File: config.mk
export PLATFORM = sky130hd
export DESIGN_NAME = pipelined_chunk_adder_flat
export DESIGN_NICKNAME = d
export VERILOG_FILES = /design/src/rtl/pipelined_chunk_adder_pkg.sv /design/src/rtl/pipelined_chunk_adder_if.sv /design/src/rtl/pipelined_chunk_adder_chunk_stage.sv /design/src/rtl/pipelined_chunk_adder.sv /design/src/flat_wrapper.sv
export SDC_FILE = /design/constraint.sdc
export NUM_CORES = 1
export LEC_CHECK = 0
export ABC_AREA = 1
export BUFFER_PORTS_ARGS = -buffer_cell sky130_fd_sc_hd__buf_2
export CAP_MARGIN = 20
export CORE_UTILIZATION = 25
export CTS_CLUSTER_SIZE = 25
export DETAILED_ROUTE_END_ITERATION = 8
export MAX_ROUTING_LAYER = met4
export SYNTH_ARGS = -nofsm -noshare
export SYNTH_HDL_FRONTEND = slang
export SYNTH_SLANG_ARGS = --single-unit
File: constraint.sdc
create_clock -name clk -period 2.93 [get_ports clk]
set_clock_uncertainty 0.05 [all_clocks]
set_input_delay 0 -clock clk [delete_from_list [all_inputs] [get_ports clk]]
set_output_delay 0 -clock clk [all_outputs]
set_load 0.02 [all_outputs]
File: src/rtl/pipelined_chunk_adder_pkg.sv
// Shared types and helpers for the pipelined chunk adder.
//   stage_ctl_t  : per-stage control record (carry out of the slice, stage valid)
//   chunk_count  : number of pipeline stages for a given operand/slice width
package adder_pkg;

    typedef struct packed {
        logic carry;
        logic vld;
    } stage_ctl_t;

    function automatic int chunk_count(input int width, input int chunk);
        return width / chunk;
    endfunction

endpackage

File: src/rtl/pipelined_chunk_adder_if.sv
// Handshake bus of the pipelined chunk adder.
//   master : producer/consumer side (drives operands and out_ready)
//   slave  : adder side (drives in_ready and the result)
//   in_valid/in_ready  : operand handshake (a, b, cin, sub)
//   out_valid/out_ready: result handshake (sum, cout, ovf)
interface pipelined_chunk_adder_if
    import adder_pkg::*;
#(
    parameter int WIDTH = 16
);
    logic             in_valid;
    logic             in_ready;
    logic [WIDTH-1:0] a;
    logic [WIDTH-1:0] b;
    logic             cin;
    logic             sub;
    logic             out_valid;
    logic             out_ready;
    logic [WIDTH-1:0] sum;
    logic             cout;
    logic             ovf;

    modport master (
        output in_valid, a, b, cin, sub, out_ready,
        input  in_ready, out_valid, sum, cout, ovf
    );

    modport slave (
        input  in_valid, a, b, cin, sub, out_ready,
        output in_ready, out_valid, sum, cout, ovf
    );
endinterface

File: src/rtl/pipelined_chunk_adder_chunk_stage.sv
// One pipeline stage of the chunk adder: CHUNK-bit ripple-carry add of one
// operand slice plus the incoming carry, registered with a hold enable.
//   clk, rst : clock, asynchronous active-high reset
//   en       : advance enable; register holds when low
//   vld_in   : valid bit travelling with this slice
//   a_s, b_s : operand slices (b already inverted for subtraction)
//   ci       : carry into the slice
//   s_q      : registered slice sum
//   ctl_q    : registered carry out and valid
module adder_chunk_stage
    import adder_pkg::*;
#(
    parameter int CHUNK = 4
) (
    input  logic             clk,
    input  logic             rst,
    input  logic             en,
    input  logic             vld_in,
    input  logic [CHUNK-1:0] a_s,
    input  logic [CHUNK-1:0] b_s,
    input  logic             ci,
    output logic [CHUNK-1:0] s_q,
    output stage_ctl_t       ctl_q
);

    logic [CHUNK-1:0] s_c;
    logic             c_c;

    always_comb begin
        s_c = '0;
        c_c = ci;
        for (int i = 0; i < CHUNK; i++) begin
            s_c[i] = a_s[i] ^ b_s[i] ^ c_c;
            c_c    = (a_s[i] & b_s[i]) | (c_c & (a_s[i] ^ b_s[i]));
        end
    end

    // stage register
    always_ff @(posedge clk or posedge rst) begin
        if (rst) begin
            s_q   <= '0;
            ctl_q <= '0;
        end else if (en) begin
            s_q         <= s_c;
            ctl_q.carry <= c_c;
            ctl_q.vld   <= vld_in;
        end
    end

endmodule

File: src/rtl/pipelined_chunk_adder.sv
// Pipelined ripple-carry adder/subtractor. WIDTH-bit operands are split into
// CHUNK-bit slices; slice k is added in stage k and the carry is registered
// between stages, giving a latency of WIDTH/CHUNK cycles at one op per cycle.
// A single global advance signal stalls every stage under back-pressure.
//   clk, rst : clock, asynchronous active-high reset
//   bus      : slave side of pipelined_chunk_adder_if
//              (in_valid/in_ready, a, b, cin, sub, out_valid/out_ready,
//               sum, cout, ovf)
module pipelined_chunk_adder
    import adder_pkg::*;
#(
    parameter int WIDTH = 16,
    parameter int CHUNK = 4
) (
    input  logic                   clk,
    input  logic                   rst,
    pipelined_chunk_adder_if.slave bus
);

    localparam int STAGES = chunk_count(WIDTH, CHUNK);
    localparam int LAST   = STAGES - 1;

    if (WIDTH % CHUNK != 0) begin : g_bad_cfg
        $error("pipelined_chunk_adder: WIDTH must be a multiple of CHUNK");
    end

    function automatic logic signed_ovf(input logic a_msb, input logic b_msb, input logic s_msb);
        return (a_msb == b_msb) && (s_msb != a_msb);
    endfunction

    logic             adv;
    logic [WIDTH-1:0] b_eff_in;
    logic             cin_eff;
    logic [WIDTH-1:0] sum_full;

    // Subtraction is A + ~B + 1; cin is ignored in that case.
    assign b_eff_in = bus.sub ? ~bus.b : bus.b;
    assign cin_eff  = bus.sub | bus.cin;

    // The pipe only stops when a finished result is waiting on the consumer.
    assign adv          = !(bus.out_valid && !bus.out_ready);
    assign bus.in_ready = adv;

    for (genvar k = 0; k < STAGES; k++) begin : g_stage
        // Operand bits from slice k upward, as seen at the input of stage k.
        localparam int UPW = WIDTH - k * CHUNK;

        logic [UPW-1:0]   a_up;
        logic [UPW-1:0]   b_up;
        logic             ci;
        logic             vld_in;
        logic [1:0]       msb_in;
        logic [CHUNK-1:0] s_q;
        stage_ctl_t       ctl_q;
        logic [1:0]       msb_p;   // {a MSB, b_eff MSB}, carried to the overflow check

        if (k == 0) begin : g_src
            assign a_up   = bus.a;
            assign b_up   = b_eff_in;
            assign ci     = cin_eff;
            assign vld_in = bus.in_valid;
            assign msb_in = {bus.a[WIDTH-1], b_eff_in[WIDTH-1]};
        end else begin : g_src
            assign a_up   = g_stage[k-1].g_fwd.a_p;
            assign b_up   = g_stage[k-1].g_fwd.b_p;
            assign ci     = g_stage[k-1].ctl_q.carry;
            assign vld_in = g_stage[k-1].ctl_q.vld;
            assign msb_in = g_stage[k-1].msb_p;
        end

        adder_chunk_stage #(
            .CHUNK (CHUNK)
        ) u_stage (
            .clk    (clk),
            .rst    (rst),
            .en     (adv),
            .vld_in (vld_in),
            .a_s    (a_up[CHUNK-1:0]),
            .b_s    (b_up[CHUNK-1:0]),
            .ci     (ci),
            .s_q    (s_q),
            .ctl_q  (ctl_q)
        );

        // stage k register: operand MSBs
        always_ff @(posedge clk or posedge rst) begin
            if (rst) begin
                msb_p <= '0;
            end else if (adv) begin
                msb_p <= msb_in;
            end
        end

        // Operand skew: only the slices not yet consumed move forward.
        if (k < LAST) begin : g_fwd
            logic [UPW-CHUNK-1:0] a_p;
            logic [UPW-CHUNK-1:0] b_p;

            // stage k register: remaining operand slices
            always_ff @(posedge clk or posedge rst) begin
                if (rst) begin
                    a_p <= '0;
                    b_p <= '0;
                end else if (adv) begin
                    a_p <= a_up[UPW-1:CHUNK];
                    b_p <= b_up[UPW-1:CHUNK];
                end
            end
        end

        // Result skew: sum slices already produced by earlier stages.
        if (k > 0) begin : g_lo
            logic [k*CHUNK-1:0] lo_p;

            if (k == 1) begin : g_cat
                // stage k register: low sum slices
                always_ff @(posedge clk or posedge rst) begin
                    if (rst) begin
                        lo_p <= '0;
                    end else if (adv) begin
                        lo_p <= g_stage[0].s_q;
                    end
                end
            end else begin : g_cat
                // stage k register: low sum slices
                always_ff @(posedge clk or posedge rst) begin
                    if (rst) begin
                        lo_p <= '0;
                    end else if (adv) begin
                        lo_p <= {g_stage[k-1].s_q, g_stage[k-1].g_lo.lo_p};
                    end
                end
            end
        end
    end

    if (STAGES == 1) begin : g_sum
        assign sum_full = g_stage[0].s_q;
    end else begin : g_sum
        assign sum_full = {g_stage[LAST].s_q, g_stage[LAST].g_lo.lo_p};
    end

    assign bus.out_valid = g_stage[LAST].ctl_q.vld;
    assign bus.cout      = g_stage[LAST].ctl_q.carry;
    assign bus.sum       = sum_full;
    assign bus.ovf       = signed_ovf(g_stage[LAST].msb_p[1], g_stage[LAST].msb_p[0],
                                      sum_full[WIDTH-1]);

endmodule
File: src/flat_wrapper.sv
// flat-port wrapper written by rule: the top's interface ports become plain ports
module pipelined_chunk_adder_flat import adder_pkg::*;
#(
    parameter int WIDTH = 16,
    parameter int CHUNK = 4
)
  (clk, rst, bus_in_valid, bus_a, bus_b, bus_cin, bus_sub, bus_out_ready, bus_in_ready, bus_out_valid, bus_sum, bus_cout, bus_ovf);
  pipelined_chunk_adder_if #(.WIDTH(WIDTH)) bus_i ();
  input  logic clk;
  input  logic rst;
  input wire logic [$bits(bus_i.in_valid)-1:0] bus_in_valid;
  input wire logic [$bits(bus_i.a)-1:0] bus_a;
  input wire logic [$bits(bus_i.b)-1:0] bus_b;
  input wire logic [$bits(bus_i.cin)-1:0] bus_cin;
  input wire logic [$bits(bus_i.sub)-1:0] bus_sub;
  input wire logic [$bits(bus_i.out_ready)-1:0] bus_out_ready;
  output wire logic [$bits(bus_i.in_ready)-1:0] bus_in_ready;
  output wire logic [$bits(bus_i.out_valid)-1:0] bus_out_valid;
  output wire logic [$bits(bus_i.sum)-1:0] bus_sum;
  output wire logic [$bits(bus_i.cout)-1:0] bus_cout;
  output wire logic [$bits(bus_i.ovf)-1:0] bus_ovf;
  assign bus_i.in_valid = bus_in_valid;
  assign bus_i.a = bus_a;
  assign bus_i.b = bus_b;
  assign bus_i.cin = bus_cin;
  assign bus_i.sub = bus_sub;
  assign bus_i.out_ready = bus_out_ready;
  assign bus_in_ready = bus_i.in_ready;
  assign bus_out_valid = bus_i.out_valid;
  assign bus_sum = bus_i.sum;
  assign bus_cout = bus_i.cout;
  assign bus_ovf = bus_i.ovf;
  pipelined_chunk_adder #(.WIDTH(WIDTH), .CHUNK(CHUNK)) u_core (.clk(clk), .rst(rst), .bus(bus_i));
endmodule
==> summary.md, run 1 <==
| Metric | Value |
|---|---|
| CP peak stage delay | 420 ps |
| Crit path cell chain | fa_1 -> inv_1 -> fa_1 -> inv_1 -> fa_1 -> inv_1 -> fa_1 -> o21ai_0 |
| Cells after Synth | 486 |
| GP Congestion | 0.704 |
| Worst-path clk slew | 70 ps |
| Initial antenna violation count | 0 |
| CP startpoint | u_core.g_stage[1].u_stage.ctl_q[1]$_DFFE_PP0N_ |
| Hold path cells | 4 |
| Status | complete, no violations |
| Antenna cells | 0 |
| First-pass GRT wire length | 15000 microns |
| Final cycle utilization of the critical path | 0.794 |
| Startpoint types | flip-flop |
| Seq cells post-synth | 98 |
| Pin count of the biggest net entering global routing | 59 |
| Layout cells sized above 1 | 0.143 |
| I/O pin cnt | 58 |
| H-tree depth | 3 |
| Pre-CTS setup slack | 616 ps |
| DR DRC count | 0 |
| Fin crit period | 2330 ps |
| Dpl hpwl | 5690 microns |
| Post-synth top area cell | dfrtp_1 |
| Overall power | 5.08 mW |
| Area contributors post-synth | dfrtp_1, nand2_1, fa_1, inv_1, o21ai_0 |
| Max VDD drop | 0.000312 V |
| Die Ht | 134 microns |
| Final setup fails | 0 |
| R2R Path End | u_core.g_stage[2].u_stage.s_q[3]$_DFFE_PP0N_ |
| CP arrival | 2540 ps |
| Grt ovf | 0 |
| Starting density of the core | 0.259 |
| Netlist cell types | 15 |
| Slew Viols, Final | 0 |
| CP max FO | 2 |
| R2R setup slack | 600 ps |
| CORE AREA | 0.0168 sq mm |
| Die area | 0.0179 sq mm |
| Area Overhead vs Synth | 24.2% |
| Rel. slew slack | 0.588 |
| Vias in the first global route | 3136 |
| Hold endpoint | u_core.g_stage[0].u_stage.s_q[3]$_DFFE_PP0N_ |
| Setup ws final | 605 ps |
| Slowest CP cell | fa_1 |
| Worst reg2reg path depth | 8 |
| Num CTS Buffers | 9 |
| Clk_lat worst skew | 350 ps |
| Total negative slack | 0 ps |
| Critical path's top delay family | adder cells |
| Iteration-0 DRC Markers | 132 |
| Hold WC Path Type | primary input to flip-flop |
| Syn. warnings | 0 |
| CTS tree | built |
| Power Density | 943 mW/mm^2 |
| Antenna-violating nets left | 0 |
| Pleak | 2.85 nW |
| Via density | 3.93 |
| Yosys top cell area share | 0.566 |
| Worst endpoint required time | 3140 ps |
| Pre-antenna DRT Iters | 4 |
| Post-synth design cell area | 0.00434 sq mm |
| # fillers | 1791 |
| Setup Crit Path Kind | flip-flop to flip-flop |
| Syn avg cell area | 8.92 sq um |
| Vias | 3119 |
| R2r startpoint | u_core.g_stage[1].u_stage.ctl_q[1]$_DFFE_PP0N_ |
| RSZ-0062 raised after global routing | no |
| Tightest Pin Transition | 617 ps |
| Die Wd | 134 microns |
| CTS root buf | clkbuf_16 |
| Fmax | 430 MHz |
| Most frequent cells in the layout | nand2_1, dfrtp_1, buf_2, inv_1, o21ai_0 |
| Row cnt | 47 |
| Overall routing resource usage | 0.111 |
| Hold Path Origin | bus_a[3] |
| Final wirelength | 8730 microns |
| Most common cell after layout, fill and taps aside | nand2_1 |
| Post-synthesis sequential area ratio | 0.566 |
| Worst Path Buf+Inv | 3 |
| Clock Path Buffers | 2 |
| Maxcap violations | 0 |
| CP Capture Type | flip-flop |
| IO buf count | 57 |
| Clock Sinks | 98 |
| Fin. Hold Viols | 0 |
| Post-CTS Resized | 0 |
| Final nets | 622 |
| Most common cell on crit path | fa_1 |
| Net Count, Synth | 540 |
| Avg WL per Cell | 11.0 microns |
==> through the flow <==
stage | area (sq um) | util | cells | hold WS (ps)
after floorplan | 4340 | - | 486 | 66.6
after global placement | 4790 | 0.286 | 746 | 74.9
after detailed placement | 4790 | 0.286 | 746 | 79.1
after CTS | 5390 | 0.321 | 793 | 17.6
after global routing | 5390 | 0.321 | 793 | 37.5
final | 5390 | 0.321 | 793 | 23.7
==> layout make-up <==
| type | count | area, sq um | area share |
|---|---|---|---|
| Sequential cell | 98 | 2450 | 0.455 |
| Multi-Input combinational cell | 315 | 1530 | 0.284 |
| Timing Repair Buffer | 95 | 661 | 0.123 |
| Tap cell | 220 | 275 | 0.0511 |
| Clock buffer | 11 | 243 | 0.0451 |
| Inverter | 49 | 186 | 0.0346 |
| Clock inverter | 5 | 40.0 | 0.00743 |
==> synth_stat cells (all sizes together) <==
master and count:
nand2 249, dfrtp 98, inv 49, o21ai 32, buf 22, fa 16, nand3 8, nor2 5
clkbuf 2, xnor2 2, xor2 2, a21oi 1
==> worst max path at each step <==
stage	end	slack (ps)	depth (start not counted)
after floorplan	u_core.g_stage[0].g_fwd.a_p[0]$_DFFE_PP0N_	320	1
after global placement	u_core.g_stage[2].u_stage.s_q[3]$_DFFE_PP0N_	630	8
after detailed placement	u_core.g_stage[2].u_stage.s_q[3]$_DFFE_PP0N_	620	8
after CTS	u_core.g_stage[2].u_stage.s_q[3]$_DFFE_PP0N_	570	8
after global routing	u_core.g_stage[2].u_stage.s_q[3]$_DFFE_PP0N_	450	8
final	u_core.g_stage[2].u_stage.s_q[3]$_DFFE_PP0N_	600	8
==> registers in the layout, indices dropped and copies added, names as in the netlist <==
name and cells:
u_core.g_stage.g_fwd.a_p 23, u_core.g_stage.g_fwd.b_p 21, u_core.g_stage.g_lo.lo_p 24, u_core.g_stage.msb_p 6, u_core.g_stage.u_stage.ctl_q 8, u_core.g_stage.u_stage.s_q 16
==> where the power goes <==
group	total, mW	internal [mW]	switching (mW)
clock network	1.14	0.604	0.531
logic	1.70	0.640	1.06
registers	2.24	1.95	0.296
total	5.08	3.19	1.89
==> metal layers <==
metal | global-route usage | part of all wire
met1 | 0.133 | 0.47
met2 | 0.177 | 0.49
met3 | 0.0263 | 0.029
met4 | 0.0492 | 0.017
met5 | - | 0
==> cells by family (layout without fill, tap and decap cells) <==
group,after synthesis,count (layout),synth area share
AND/OR/NAND/NOR,262,262,0.231
flip-flops,98,98,0.566
buffers and inverters,73,160,0.0834
AO/OA/AOI/OAI,33,33,0.0381
adder cells (fa/ha/maj),16,16,0.0739
XOR/XNOR,4,4,0.00808
==> worst min-delay path: stages <==
cell,delay (ps)
buf_2,110
fa_1,160
nand2_1,50
o21ai_0,60
==> repair_timing <==
action	CTS	global route
endpoints found under the hold margin	75	0
hold buffers	31	0
buffers inserted	0	0
(Power assumes the default switching activity.)
==> run 2, diff against run 1 <==
- clock period: 2.93 -> 2 ns (I/O delays scaled with it)
==> run 2 against run 1 <==
The run now ends with setup timing left. Core utilization is 1.1 points higher. Die area stayed put. Count of clock-buffer cells in the layout is 1 higher. Critical path type unchanged. Largest cell class unchanged.
==> summary.md, run 2 (synthesis gave the netlist of run 1 again) <==
| Metric | Value |
|---|---|
| Status | finished, violations left |
| Failing checks | setup timing |
| Fin crit period | 2140 ps (-189 ps) |
| Num CTS Buffers | 9 (unchanged) |
| Fin. Hold Viols | 0 (unchanged) |
| Setup Crit Path Kind | flip-flop to flip-flop |
| Setup ws final | -136 ps (-741 ps) |
| Post-route cell area | 0.00557 sq mm (+3.3%) |
| Die Wd | 134 microns (unchanged) |
| Worst endpoint required time | 2220 ps (-920 ps) |
| H-tree depth | 3 (unchanged) |
| Vias in the first global route | 3082 (-1.7%) |
| Fmax | 468 MHz (+8.9%) |
| Hold Path Origin | bus_a[3] |
| Grt ovf | 0 (unchanged) |
| Iteration-0 DRC Markers | 159 (+20%) |
| Vias | 3129 (+0.32%) |
| Tightest Pin Transition | 543 ps (-74.1 ps) |
| Rel. slew slack | 0.638 (+0.0494) |
| GP Congestion | 0.743 (+5.6%) |
| Antenna-violating nets left | 0 (unchanged) |
| Pleak | 2.88 nW (+1.1%) |
| CP max FO | 2 (unchanged) |
| Most common cell after layout, fill and taps aside | nand2_1 |
| Row cnt | 47 (unchanged) |
| Worst-path clk slew | 70 ps (about the same) |
| I/O pin cnt | 58 (unchanged) |
| CTS tree | built |
| RSZ-0062 raised after global routing | yes |
| Pin count of the biggest net entering global routing | 99 (+68%) |
| Overall routing resource usage | 0.114 (+0.00348) |
| CP peak stage delay | 410 ps (about the same) |
| CP startpoint | u_core.g_stage[1].g_fwd.a_p[0]$_DFFE_PP0N_ |
| Clk_lat worst skew | 340 ps (about the same) |
| Max reg flops | 24 (unchanged) |
| IO buf count | 57 (unchanged) |
| # fillers | 1776 (-0.84%) |
| Largest Register | u_core.g_stage.g_lo.lo_p |
| Clock Sinks | 98 (unchanged) |
| Final setup fails | 3 (+3) |
| Via density | 3.93 (about the same) |
| Avg WL per Cell | 11.3 microns (+3.0%) |
| Final nets | 624 (+0.32%) |
| FF/Latch Area | 0.00245 sq mm (unchanged) |
| Placed cell area | 0.00489 sq mm (+2.1%) |
| Maxcap violations | 0 (unchanged) |
| WHS | 21.3 ps (-2.46 ps) |
| Max VDD drop | 0.000502 V (+61%) |
| Pre-antenna DRT Iters | 4 (unchanged) |
| Slowest CP cell | dfrtp_1 |
| Slew Viols, Final | 0 (unchanged) |
| Area occupied by multi-input gates | 0.00159 sq mm (+4.0%) |
| Startpoint types | flip-flop |
| Hold WC Path Type | primary input to flip-flop |
| CTS root buf | clkbuf_16 |
| R2r startpoint | u_core.g_stage[1].g_fwd.a_p[0]$_DFFE_PP0N_ |
| Initial antenna violation count | 1 (+1) |
| Crit path cell chain | fa_2 -> inv_2 -> fa_2 -> inv_2 -> fa_2 -> inv_2 -> fa_1 -> o21ai_1 |
| Hold path cells | 4 (unchanged) |
| Largest registers | u_core.g_stage.g_lo.lo_p: 24 flops, u_core.g_stage.g_fwd.a_p: 23 flops, u_core.g_stage.g_fwd.b_p: 21 flops |
| Die Ht | 134 microns (unchanged) |
| Starting density of the core | 0.259 (unchanged) |
| Clock Path Buffers | 2 (unchanged) |
| Layout cells sized above 1 | 0.188 (+0.0447) |
| Final wirelength | 9030 microns (+3.4%) |
| First-pass GRT wire length | 15400 microns (+2.5%) |
| Area Overhead vs Synth | 28.4% |
| CORE AREA | 0.0168 sq mm (unchanged) |
| CP arrival | 2350 ps (-190 ps) |
| DR DRC count | 0 (unchanged) |
| Most frequent cells in the layout | nand2_1, dfrtp_1, buf_2, inv_1, dlygate4sd3_1 |
| Dpl hpwl | 5890 microns (+3.5%) |
| Worst reg2reg path depth | 8 (unchanged) |
| Die area | 0.0179 sq mm (unchanged) |
| R2R setup slack | -140 ps (-740 ps) |
| Final cycle utilization of the critical path | 1.07 (+0.274) |
| Power Density | 1420 mW/mm^2 (+51%) |
| CP Capture Type | flip-flop |
==> run 2: critical path: cells and delay by family, from the launching register on <==
kind,cells,cell delay (ps)
adder cells (fa/ha/maj),4,1300
flip-flops,1,410
buffers and inverters,3,160
AO/OA/AOI/OAI,1,140
==> run 2: path summary, 6_finish.rpt <==
kind                                                                   to
max                          u_core.g_stage[2].u_stage.s_q[3]$_DFFE_PP0N_
min                          u_core.g_stage[0].u_stage.s_q[3]$_DFFE_PP0N_
max reg2reg                  u_core.g_stage[2].u_stage.s_q[3]$_DFFE_PP0N_
min reg2reg                u_core.g_stage[3].u_stage.ctl_q[0]$_DFFE_PP0N_
max in group asynchronous      u_core.g_stage[2].g_lo.lo_p[7]$_DFFE_PP0N_
min in group asynchronous    u_core.g_stage[3].u_stage.s_q[1]$_DFFE_PP0N_
==> run 2: repair_timing <==
| action | in CTS | in global routing |
|---|---|---|
| hold buffers | 32 | 0 |
| hold endpoints to repair | 128 | 0 |
| gates resized for setup | 0 | 3 |
| pin swaps | 0 | 4 |
| buffers inserted | 0 | 1 |
| cloned | 0 | 0 |
| endpoints found under the setup margin | 3 | 5 |
==> run 2: layout make-up <==
type / instances / area share
Tap cell: 220 / 0.0494
Multi-Input combinational cell: 315 / 0.286
Clock buffer: 12 / 0.0461
Timing Repair Buffer: 97 / 0.131
Clock inverter: 4 / 0.0133
Inverter: 49 / 0.0337
Antenna cell: 1 / 0.000450
Sequential cell: 98 / 0.441
==> run 2: power by group <==
group          internal, mW  switching (mW)  total (mW)
clock network          1.17           0.737        1.90
registers              2.85           0.465        3.32
logic                  1.08            1.62        2.70
==> run 2: routing by layer <==
metal / vias to the layer above / share of wire / global-route usage
met4: 0 / 0.013 / 0.0360
met2: 49 / 0.49 / 0.183
met1: 1459 / 0.46 / 0.139
met3: 9 / 0.039 / 0.0323
li1: 1612 / - / -
met5: - / 0 / -
==> run 2: stage by stage <==
step | power (mW) | TNS, ps | utilization | setup slack (ps) | instances
6_report | 7.92 | -307 | 0.332 | -136 | 796
5_1_grt | 8.65 | -548 | 0.332 | -195 | 796
4_1_cts | 8.06 | -337 | 0.331 | -143 | 794
3_5_place_dp | 6.02 | -377 | 0.292 | -118 | 746
3_3_place_gp | 5.92 | -198 | 0.292 | -64.9 | 746
2_1_floorplan | 5.24 | -165 | - | -75.5 | 486
==> run 3, diff against run 2 <==
- HOLD_SLACK_MARGIN: default -> 0.08
==> run 3 against run 2 <==
The run still ends with setup timing left. Critical path depth is the same. Fmax is essentially flat. Global-route usage is essentially flat. Via count grew 0.58%. Critical endpoint unchanged. Non-clock buffer count grew 2. Hold slack gained 92 ps. Clock power is essentially flat.
==> summary.md, run 3 (synthesis gave the netlist of run 1 again) <==
| Metric | Value |
|---|---|
| Placed cell area | 0.00489 sq mm (unchanged) |
| Hold path cells | 4 (unchanged) |
| CP max FO | 2 (unchanged) |
| Max reg flops | 24 (unchanged) |
| Final Non-Filler Cells | 798 (+0.25%) |
| Final setup fails | 3 (unchanged) |
| Final nets | 626 (+0.32%) |
| Die Wd | 134 microns (unchanged) |
| Max VDD drop | 0.000500 V (-0.26%) |
| Setup Crit Path Kind | flip-flop to flip-flop |
| Num CTS Buffers | 9 (unchanged) |
| Area Overhead vs Synth | 28.9% |
| Hold endpoint | u_core.g_stage[0].u_stage.s_q[0]$_DFFE_PP0N_ |
| Clk pwr share | 0.240 (about the same) |
| R2R Path End | u_core.g_stage[2].u_stage.s_q[3]$_DFFE_PP0N_ |
| Fin crit period | 2140 ps (+0.423 ps) |
| Pin count of the biggest net entering global routing | 99 (unchanged) |
| Met2 Use GR | 0.184 (+0.000579) |
| Initial antenna violation count | 1 (unchanged) |
| Die Ht | 134 microns (unchanged) |
| Hold WC Path Type | primary input to flip-flop |
| CP Capture Type | flip-flop |
| IO buf count | 57 (unchanged) |
| Grt ovf | 0 (unchanged) |
| Sw power | 2.82 mW (about the same) |
| Clock Path Buffers | 2 (unchanged) |
| Overall routing resource usage | 0.115 (about the same) |
| Pleak | 2.89 nW (+0.29%) |
| Starting density of the core | 0.259 (unchanged) |
| GP Congestion | 0.743 (unchanged) |
| R2R setup slack | -140 ps (about the same) |
| Vias | 3147 (+0.58%) |
| Routing usage on met3 | 0.0320 (-0.000381) |
| I/O pin cnt | 58 (unchanged) |
| Met1 Track Usage GR | 0.139 (unchanged) |
| Combinational Power Share | 0.341 (about the same) |
| Die area | 0.0179 sq mm (unchanged) |
| Largest registers | u_core.g_stage.g_lo.lo_p: 24 flops, u_core.g_stage.g_fwd.a_p: 23 flops, u_core.g_stage.g_fwd.b_p: 21 flops |
| Largest Register | u_core.g_stage.g_lo.lo_p |
| Antenna-violating nets left | 0 (unchanged) |
| Total negative slack | -308 ps (-0.846 ps) |
| Pre-CTS setup slack | -118 ps (unchanged) |
| Startpoint types | flip-flop |
| Worst reg2reg path depth | 8 (unchanged) |
| Pre-antenna DRT Iters | 5 (+1) |
| DR DRC count | 0 (unchanged) |
| Failing checks | setup timing |
| Worst-path clk slew | 60 ps (about the same) |
| Most common cell after layout, fill and taps aside | nand2_1 |
| Fin. Hold Viols | 0 (unchanged) |
| Via density | 3.94 (+0.32%) |
| Maxcap violations | 0 (unchanged) |
| R2r startpoint | u_core.g_stage[1].g_fwd.a_p[0]$_DFFE_PP0N_ |
| Final cycle utilization of the critical path | 1.07 (about the same) |
| Final wirelength | 9030 microns (about the same) |
| Row cnt | 47 (unchanged) |
| Layout cells sized above 1 | 0.187 (-0.000651) |
| Vias in the first global route | 3100 (+0.58%) |
| Dpl cells | 746 (unchanged) |
| Clk_lat worst skew | 340 ps (about the same) |
| Status | finished, violations left |
| Most frequent cells in the layout | nand2_1, dfrtp_1, buf_2, inv_1, dlygate4sd3_1 |
| H-tree depth | 3 (unchanged) |
| Setup ws final | -136 ps (-0.423 ps) |
| RSZ-0062 raised after global routing | yes |
| Avg WL per Cell | 11.3 microns (-0.17%) |
| Power Density | 1420 mW/mm^2 (-0.35%) |
| Rel. slew slack | 0.642 (+0.00378) |
| Sequential power share | 0.419 (about the same) |
| Tightest Pin Transition | 538 ps (-5.68 ps) |
| First-pass GRT wire length | 15400 microns (about the same) |
| Internal Power | 5.10 mW (about the same) |
| Most Crowded Layer GR | met2 |
| Worst endpoint required time | 2220 ps (about the same) |
| # fillers | 1773 (-0.17%) |
| CORE AREA | 0.0168 sq mm (unchanged) |
| Post-route cell area | 0.00559 sq mm (+0.36%) |
| Hold Path Origin | bus_a[0] |
| CTS root buf | clkbuf_16 |
| CP arrival | 2350 ps (about the same) |
| CTS tree | built |
| Dpl hpwl | 5890 microns (unchanged) |
| Slew Viols, Final | 0 (unchanged) |
| Sw frac | 0.356 (about the same) |
| Clock Sinks | 98 (unchanged) |
| Fmax | 468 MHz (about the same) |
| Iteration-0 DRC Markers | 162 (+1.9%) |
## run 3: changes by cell type in the layout (fill, tap and decap cells not counted), sizes merged
cell	delta
dlygate4sd3	+2
## run 3: power by group through the flow
stage | combinational [mW] | sequential, mW | clock (mW)
after floorplan | 1.77 | 3.48 | 0
after global placement | 2.60 | 3.33 | 0
after detailed placement | 2.66 | 3.36 | 0
after CTS | 2.76 | 3.32 | 1.98
after global routing | 3.16 | 3.44 | 2.05
final | 2.70 | 3.32 | 1.90
## run 3: area by class of cell
class | count | area [sq um] | share of cell area
Sequential cell | 98 | 2450 | 0.439
Multi-Input combinational cell | 315 | 1590 | 0.285
Timing Repair Buffer | 99 | 748 | 0.134
Tap cell | 220 | 275 | 0.0493
Clock buffer | 12 | 256 | 0.0459
Inverter | 49 | 188 | 0.0336
Clock inverter | 4 | 73.8 | 0.0132
Antenna cell | 1 | 2.50 | 0.000448
## run 3: repair_timing
item | CTS | global route
pin swaps | 0 | 4
buffers inserted | 0 | 1
hold buffers | 34 | 0
hold endpoints to repair | 132 | 0
resized for setup | 0 | 3
setup endpoints to repair | 3 | 5
## run 3: how the worst max path moves through the flow
| stage | start | to | slack, ps | cells past startpoint |
|---|---|---|---|---|
| finish | u_core.g_stage[1].g_fwd.a_p[0]$_DFFE_PP0N_ | u_core.g_stage[2].u_stage.s_q[3]$_DFFE_PP0N_ | -140 | 8 |
| global route | u_core.g_stage[1].g_fwd.a_p[0]$_DFFE_PP0N_ | u_core.g_stage[2].u_stage.s_q[3]$_DFFE_PP0N_ | -200 | 8 |
| CTS | u_core.g_stage[1].g_fwd.a_p[0]$_DFFE_PP0N_ | u_core.g_stage[2].u_stage.s_q[3]$_DFFE_PP0N_ | -140 | 8 |
| detailed placement | u_core.g_stage[1].g_fwd.a_p[0]$_DFFE_PP0N_ | u_core.g_stage[2].u_stage.s_q[3]$_DFFE_PP0N_ | -120 | 8 |
| global placement | u_core.g_stage[1].g_fwd.a_p[0]$_DFFE_PP0N_ | u_core.g_stage[2].u_stage.s_q[3]$_DFFE_PP0N_ | -60 | 8 |
| floorplan | bus_sub | u_core.g_stage[0].u_stage.s_q[3]$_DFFE_PP0N_ | -80 | 12 |
## run 3: stage by stage
stage                     total power, mW   util  hold WS, ps
after floorplan                      5.24      -         66.6
after detailed placement             6.02  0.292          154
after CTS                            8.06  0.332         83.5
after global placement               5.92  0.292          155
final                                7.92  0.333          114
after global routing                 8.65  0.333          124
## run 3: critical path, stage by stage (launching register included)
cell and delay (ps):
dfrtp_1 410, fa_2 390, inv_2 60, fa_2 200
inv_2 40, fa_2 320, inv_2 60, fa_1 390
o21ai_1 140
## run 3: layer usage
layer  wire [microns]  vias to the layer above
met4              121                        0
met3              360                        9
li1                 -                     1617
met1             4140                     1468
met5                0                        -
met2             4410                       53
